File: src/rtl/host_mem_sequencer.sv
// Host-side sequencer: streams operands into data memory, pulses START, waits for END,
// then reads the result region back out as a word stream.
module host_mem_sequencer #(
    parameter int ADDR_W   = 16,
    parameter int DATA_W   = 16,
    parameter int READ_LAT = 1,
    parameter int TIMEOUT  = 65535
) (
    input  logic              clk,
    input  logic              RESET,
    input  logic              go,
    input  logic [ADDR_W-1:0] load_base,
    input  logic [15:0]       load_len,
    input  logic [ADDR_W-1:0] res_base,
    input  logic [15:0]       res_len,
    input  logic              in_valid,
    input  logic [DATA_W-1:0] in_data,
    output logic              in_ready,
    output logic              out_valid,
    output logic [DATA_W-1:0] out_data,
    input  logic              out_ready,
    output logic [1:0]        addr_mux_select,
    output logic [ADDR_W-1:0] current_addr,
    output logic              write_from_tb,
    output logic [DATA_W-1:0] mem_data,
    output logic [ADDR_W-1:0] ar_in,
    output logic              START,
    input  logic              END,
    input  logic [DATA_W-1:0] dmem_rdata,
    output logic              busy,
    output logic              done,
    output logic              err
);

    localparam int CNT_W = $clog2(TIMEOUT + 1);

    typedef enum logic [3:0] {
        IDLE, LOAD, LOAD_LAST, START_P, RUN_WAIT, READ_ADDR, READ_WAIT, READ_OUT, DONE
    } state_t;

    state_t            state, state_nx;
    logic [ADDR_W-1:0] lbase_q, rbase_q;
    logic [15:0]       llen_q, rlen_q;
    logic [15:0]       k_q, k_nx, m_q, m_nx;
    logic [CNT_W-1:0]  cnt_q, cnt_nx;
    logic [2:0]        lat_q, lat_nx;

    logic              in_ready_nx, out_valid_nx, write_nx, start_nx, busy_nx, done_nx, err_nx;
    logic [1:0]        mux_nx;
    logic [ADDR_W-1:0] cur_addr_nx, ar_in_nx;
    logic [DATA_W-1:0] mem_data_nx, out_data_nx;

    // Every output is computed one cycle ahead here and registered below.
    always_comb begin
        state_nx     = state;
        k_nx         = k_q;
        m_nx         = m_q;
        cnt_nx       = cnt_q;
        lat_nx       = lat_q;
        in_ready_nx  = in_ready;
        mux_nx       = addr_mux_select;
        cur_addr_nx  = current_addr;
        mem_data_nx  = mem_data;
        ar_in_nx     = ar_in;
        out_valid_nx = out_valid;
        out_data_nx  = out_data;
        err_nx       = err;
        write_nx     = 1'b0;
        start_nx     = 1'b0;
        done_nx      = 1'b0;

        case (state)
            IDLE: begin
                if (go) begin
                    err_nx = 1'b0;
                    k_nx   = '0;
                    if (load_len == 16'd0) begin
                        state_nx = START_P;
                        start_nx = 1'b1;
                        mux_nx   = 2'b00;
                    end else begin
                        state_nx    = LOAD;
                        in_ready_nx = 1'b1;
                        mux_nx      = 2'b01;
                    end
                end
            end
            LOAD: begin
                if (in_valid && in_ready) begin
                    write_nx    = 1'b1;
                    cur_addr_nx = lbase_q + ADDR_W'(k_q);
                    mem_data_nx = in_data;
                    k_nx        = k_q + 16'd1;
                    if (k_q + 16'd1 == llen_q) begin
                        in_ready_nx = 1'b0;
                        state_nx    = LOAD_LAST;
                    end
                end
            end
            // The final write is on the bus during this cycle, so the mux stays on tb-write.
            LOAD_LAST: begin
                state_nx = START_P;
                start_nx = 1'b1;
                mux_nx   = 2'b00;
            end
            START_P: begin
                state_nx = RUN_WAIT;
                cnt_nx   = '0;
            end
            RUN_WAIT: begin
                if (END) begin
                    m_nx = '0;
                    if (rlen_q == 16'd0) begin
                        state_nx = DONE;
                        done_nx  = 1'b1;
                    end else begin
                        state_nx = READ_ADDR;
                        mux_nx   = 2'b10;
                        ar_in_nx = rbase_q;
                    end
                end else if (cnt_q == CNT_W'(TIMEOUT - 1)) begin
                    err_nx   = 1'b1;
                    state_nx = DONE;
                    done_nx  = 1'b1;
                end else begin
                    cnt_nx = cnt_q + CNT_W'(1);
                end
            end
            READ_ADDR: begin
                state_nx = READ_WAIT;
                lat_nx   = 3'd1;
            end
            READ_WAIT: begin
                if (lat_q == 3'(READ_LAT)) begin
                    out_data_nx  = dmem_rdata;
                    out_valid_nx = 1'b1;
                    state_nx     = READ_OUT;
                end else begin
                    lat_nx = lat_q + 3'd1;
                end
            end
            READ_OUT: begin
                if (out_ready) begin
                    out_valid_nx = 1'b0;
                    m_nx         = m_q + 16'd1;
                    if (m_q + 16'd1 == rlen_q) begin
                        state_nx = DONE;
                        done_nx  = 1'b1;
                        mux_nx   = 2'b00;
                    end else begin
                        state_nx = READ_ADDR;
                        ar_in_nx = rbase_q + ADDR_W'(m_q + 16'd1);
                    end
                end
            end
            DONE: begin
                state_nx = IDLE;
                mux_nx   = 2'b00;
            end
            default: state_nx = IDLE;
        endcase

        busy_nx = (state_nx != IDLE);
    end

    always_ff @(posedge clk or negedge RESET) begin
        if (!RESET) begin
            state           <= IDLE;
            k_q             <= '0;
            m_q             <= '0;
            cnt_q           <= '0;
            lat_q           <= '0;
            in_ready        <= 1'b0;
            addr_mux_select <= 2'b00;
            current_addr    <= '0;
            mem_data        <= '0;
            write_from_tb   <= 1'b0;
            ar_in           <= '0;
            out_valid       <= 1'b0;
            out_data        <= '0;
            START           <= 1'b0;
            busy            <= 1'b0;
            done            <= 1'b0;
            err             <= 1'b0;
        end else begin
            state           <= state_nx;
            k_q             <= k_nx;
            m_q             <= m_nx;
            cnt_q           <= cnt_nx;
            lat_q           <= lat_nx;
            in_ready        <= in_ready_nx;
            addr_mux_select <= mux_nx;
            current_addr    <= cur_addr_nx;
            mem_data        <= mem_data_nx;
            write_from_tb   <= write_nx;
            ar_in           <= ar_in_nx;
            out_valid       <= out_valid_nx;
            out_data        <= out_data_nx;
            START           <= start_nx;
            busy            <= busy_nx;
            done            <= done_nx;
            err             <= err_nx;
        end
    end

    // Sequence parameters are frozen for the whole run once go is accepted.
    always_ff @(posedge clk or negedge RESET) begin
        if (!RESET) begin
            lbase_q <= '0;
            llen_q  <= '0;
            rbase_q <= '0;
            rlen_q  <= '0;
        end else if (state == IDLE && go) begin
            lbase_q <= load_base;
            llen_q  <= load_len;
            rbase_q <= res_base;
            rlen_q  <= res_len;
        end
    end

endmodule

File: config.mk
export PLATFORM = sky130hd
export DESIGN_NAME = host_mem_sequencer
export DESIGN_NICKNAME = d
export VERILOG_FILES = /design/src/rtl/host_mem_sequencer.sv
export SDC_FILE = /design/constraint.sdc
export NUM_CORES = 1
export LEC_CHECK = 0
export CORE_MARGIN = 4
export CORE_UTILIZATION = 30
export CTS_BUF_LIST = sky130_fd_sc_hd__clkbuf_16
export DETAILED_ROUTE_END_ITERATION = 10
export PLACE_DENSITY_LB_ADDON = 0.2
export SLEW_MARGIN = 20
export SYNTH_ARGS = -nofsm -noshare
export SYNTH_HDL_FRONTEND = slang
export SYNTH_SLANG_ARGS = --single-unit
File: constraint.sdc
create_clock -name clk -period 7.91 [get_ports clk]
set_input_delay 1.582 -clock clk [delete_from_list [all_inputs] [get_ports clk]]
set_output_delay 1.582 -clock clk [all_outputs]
set_load 0.005 [all_outputs]
==> reports/metrics.yaml <==
status: "finished, final reports clean"
cts.reportedPaths.clkPinSlew_ps: 80
worst-path-max-fanout: 16
drtPass1Iterations: 5
post-cts-setup-buffers: 0
crit_required_ps: 8240
wl_per_cell_um: 15.9
ios: 175
leakage_nw: 6.00
ir_worst_vdd_uv: 148
htree_levels: 4
die_w_um: 195
rsz0062_at_grt: "false"
io_buffers: 174
gp_congestion: 0.803
finalSetupTns_ps: 0
grtUsageTotal_pct: 15.0
postRouteAntennaNets: 0
max_cap_violations: 0
finalSetupViolations: 0
initial_core_util_pct: 30.3
antenna_found_initial: 2
clock-sinks: 192
dpl.hpwl_um: 20100
route.vias.total: 8567
hold_viol_final: 0
yosysWarnings: 0
diodes: 0
min_period_ps: 3840
maxSlewViolCount: 0
ys_async_sr_fraction_pct: 100
ys_seq_elements: 192
seq_area_frac_synth_pct: 46.0
layout.nets: 1445
hold_path_class: "flip-flop to flip-flop"
dieArea_um2: 37900
ctsHoldBuffers: 0
arrival_ps: 4180
drc_errors: 0
cts_tree: "yes"
clockBufferDepth: 2
synth_edf_count: 0
drt-initial-drc-count: 440
whs_ps: 474
fp-row-count: 68
netlist_area_um2: 10500
yosysUniqueCellTypes: 76
final.period_utilization_pct: 48.6
routed_wl_um: 28100
numCtsBuffers: 17
drive_gt1_share_pct: 6.30
first_global_vias: 8701
final_common_cell: "nand2_1"
overflow: 0
worstSetupEndpointType: "flip-flop"
fp.coreArea_um2: 34500
grt_max_degree: 97
cts_resized: 0
synth_nets: 1292
grt_pass1_wl_um: 46300
avgSynthCellArea_um2: 9.08
cts_root_buf: "clkbuf_16"
power.density_nw_per_um2: 308
crit_type: "flip-flop to flip-flop"
startpoint_type: "flip-flop"
clock_latency_ps: 450
viasPerCell: 4.83
die_h_um: 195
synth_flop_cell: "dfrtp_1"
skew_ps: 11.1
final_cell_mix: "nand2_1, dfrtp_1, clkdlybuf4s50_1, o21ai_0, nor2_1"
tightest_slew_ps: 985
synth_cells: 1152
fmax_mhz: 260
max_slew_margin_pct: 34.0
syn2layout_area_growth_pct: 26.7
-- worst max-delay path: stages, from the launching register on --
cell	delay (ps)
dfrtp_1	460
ha_1	270
nand2_1	170
nor3_1	210
xor2_1	330
xor2_1	120
nor4b_1	560
nor4b_2	450
o21ba_1	730
mux2_2	410
-- layer usage --
metal	global-route usage [%]	up-vias	share of wire (%)
li1	-	4268	-
met2	22.8	169	44
met1	21.1	4103	49
met4	3.54	4	1.2
met3	4.40	23	5.5
met5	0	-	0.14
-- synth_stat cells (all sizes together), types with 5 or more instances --
library cell | number | area, µm²
a21oi | 37 | 185
mux2 | 34 | 383
a21o | 5 | 37.5
nor2 | 54 | 203
nor3 | 19 | 100
o21ai | 86 | 438
and4 | 5 | 43.8
nand2 | 333 | 1260
and2 | 8 | 50.1
ha | 36 | 450
a22o | 15 | 131
clkbuf | 37 | 153
nand3 | 27 | 153
nand4 | 15 | 100
a31oi | 7 | 43.8
o31ai | 9 | 67.6
and3 | 10 | 62.6
dfrtp | 192 | 4800
xor2 | 37 | 324
nand2b | 11 | 68.8
nor4 | 17 | 119
xnor2 | 44 | 385
inv | 25 | 93.8
buf | 11 | 70.1
or3 | 11 | 73.8
nor4b | 6 | 58.8
-- sequential cells by signal, indices dropped and copies added, names as in the netlist, 4 cells and up --
register and flops:
ar_in 16, m_q 16, out_data 16, current_addr 16, mem_data 16, llen_q 16, state 4, rlen_q 16
cnt_q 16, rbase_q 16, lbase_q 16, k_q 16
-- cell families after synthesis --
family | count (synthesis) | share of synthesized area (%)
AOI/OAI and AO/OA | 195 | 11.5
adders and majority gates | 38 | 4.69
and+or+nand+nor | 533 | 23.2
buffers and inverters | 73 | 3.03
xor gates and xnor gates | 86 | 7.89
muxes | 35 | 3.76
DFF | 192 | 46.0
-- worst paths after layout --
kind / start / to / slack, ps / depth (start not counted)
hold reg to reg: current_addr[7] / current_addr[7] / 470 / 2
setup reg to reg: m_q[0] / ar_in[1] / 4070 / 9
hold / removal: current_addr[7] / current_addr[7] / 470 / 2
setup / recovery: m_q[0] / ar_in[1] / 4070 / 9
min in group asynchronous: RESET / mem_data[5] / 1200 / 1
max in group asynchronous: RESET / k_q[10] / 5300 / 2
-- final cells by class --
type / instances / area [µm²]
Fill cell: 3511 / 21200
Multi-Input combinational cell: 887 / 5350
Sequential cell: 192 / 4800
Timing Repair Buffer: 182 / 1810
Tap cell: 455 / 569
Clock buffer: 17 / 425
Clock inverter: 15 / 193
Inverter: 25 / 93.8
-- metrics by stage --
| step | total power [W] | instances | setup WS, ps | utilization [%] | instance area (µm²) |
|---|---|---|---|---|---|
| 3_5_place_dp | 0.00319 | 1741 | 3780 | 36.6 | 12600 |
| 3_3_place_gp | 0.00317 | 1741 | 3820 | 36.6 | 12600 |
| 6_report | 0.00408 | 1773 | 4070 | 38.4 | 13200 |
| 2_1_floorplan | 0.00251 | 1152 | 4900 | - | 10500 |
| 4_1_cts | 0.00415 | 1773 | 4030 | 38.4 | 13200 |
| 5_1_grt | 0.00442 | 1773 | 3680 | 38.4 | 13200 |
-- report_power, final --
part | internal, W | switching [W] | leakage (nW) | total, W
Combinational | 0.000775 | 0.000776 | 3.21 | 0.00155
Clock | 0.000528 | 0.000404 | 0.306 | 0.000932
Sequential | 0.00132 | 0.000276 | 2.48 | 0.00159
Note: power is estimated with default switching activity, not from simulation.
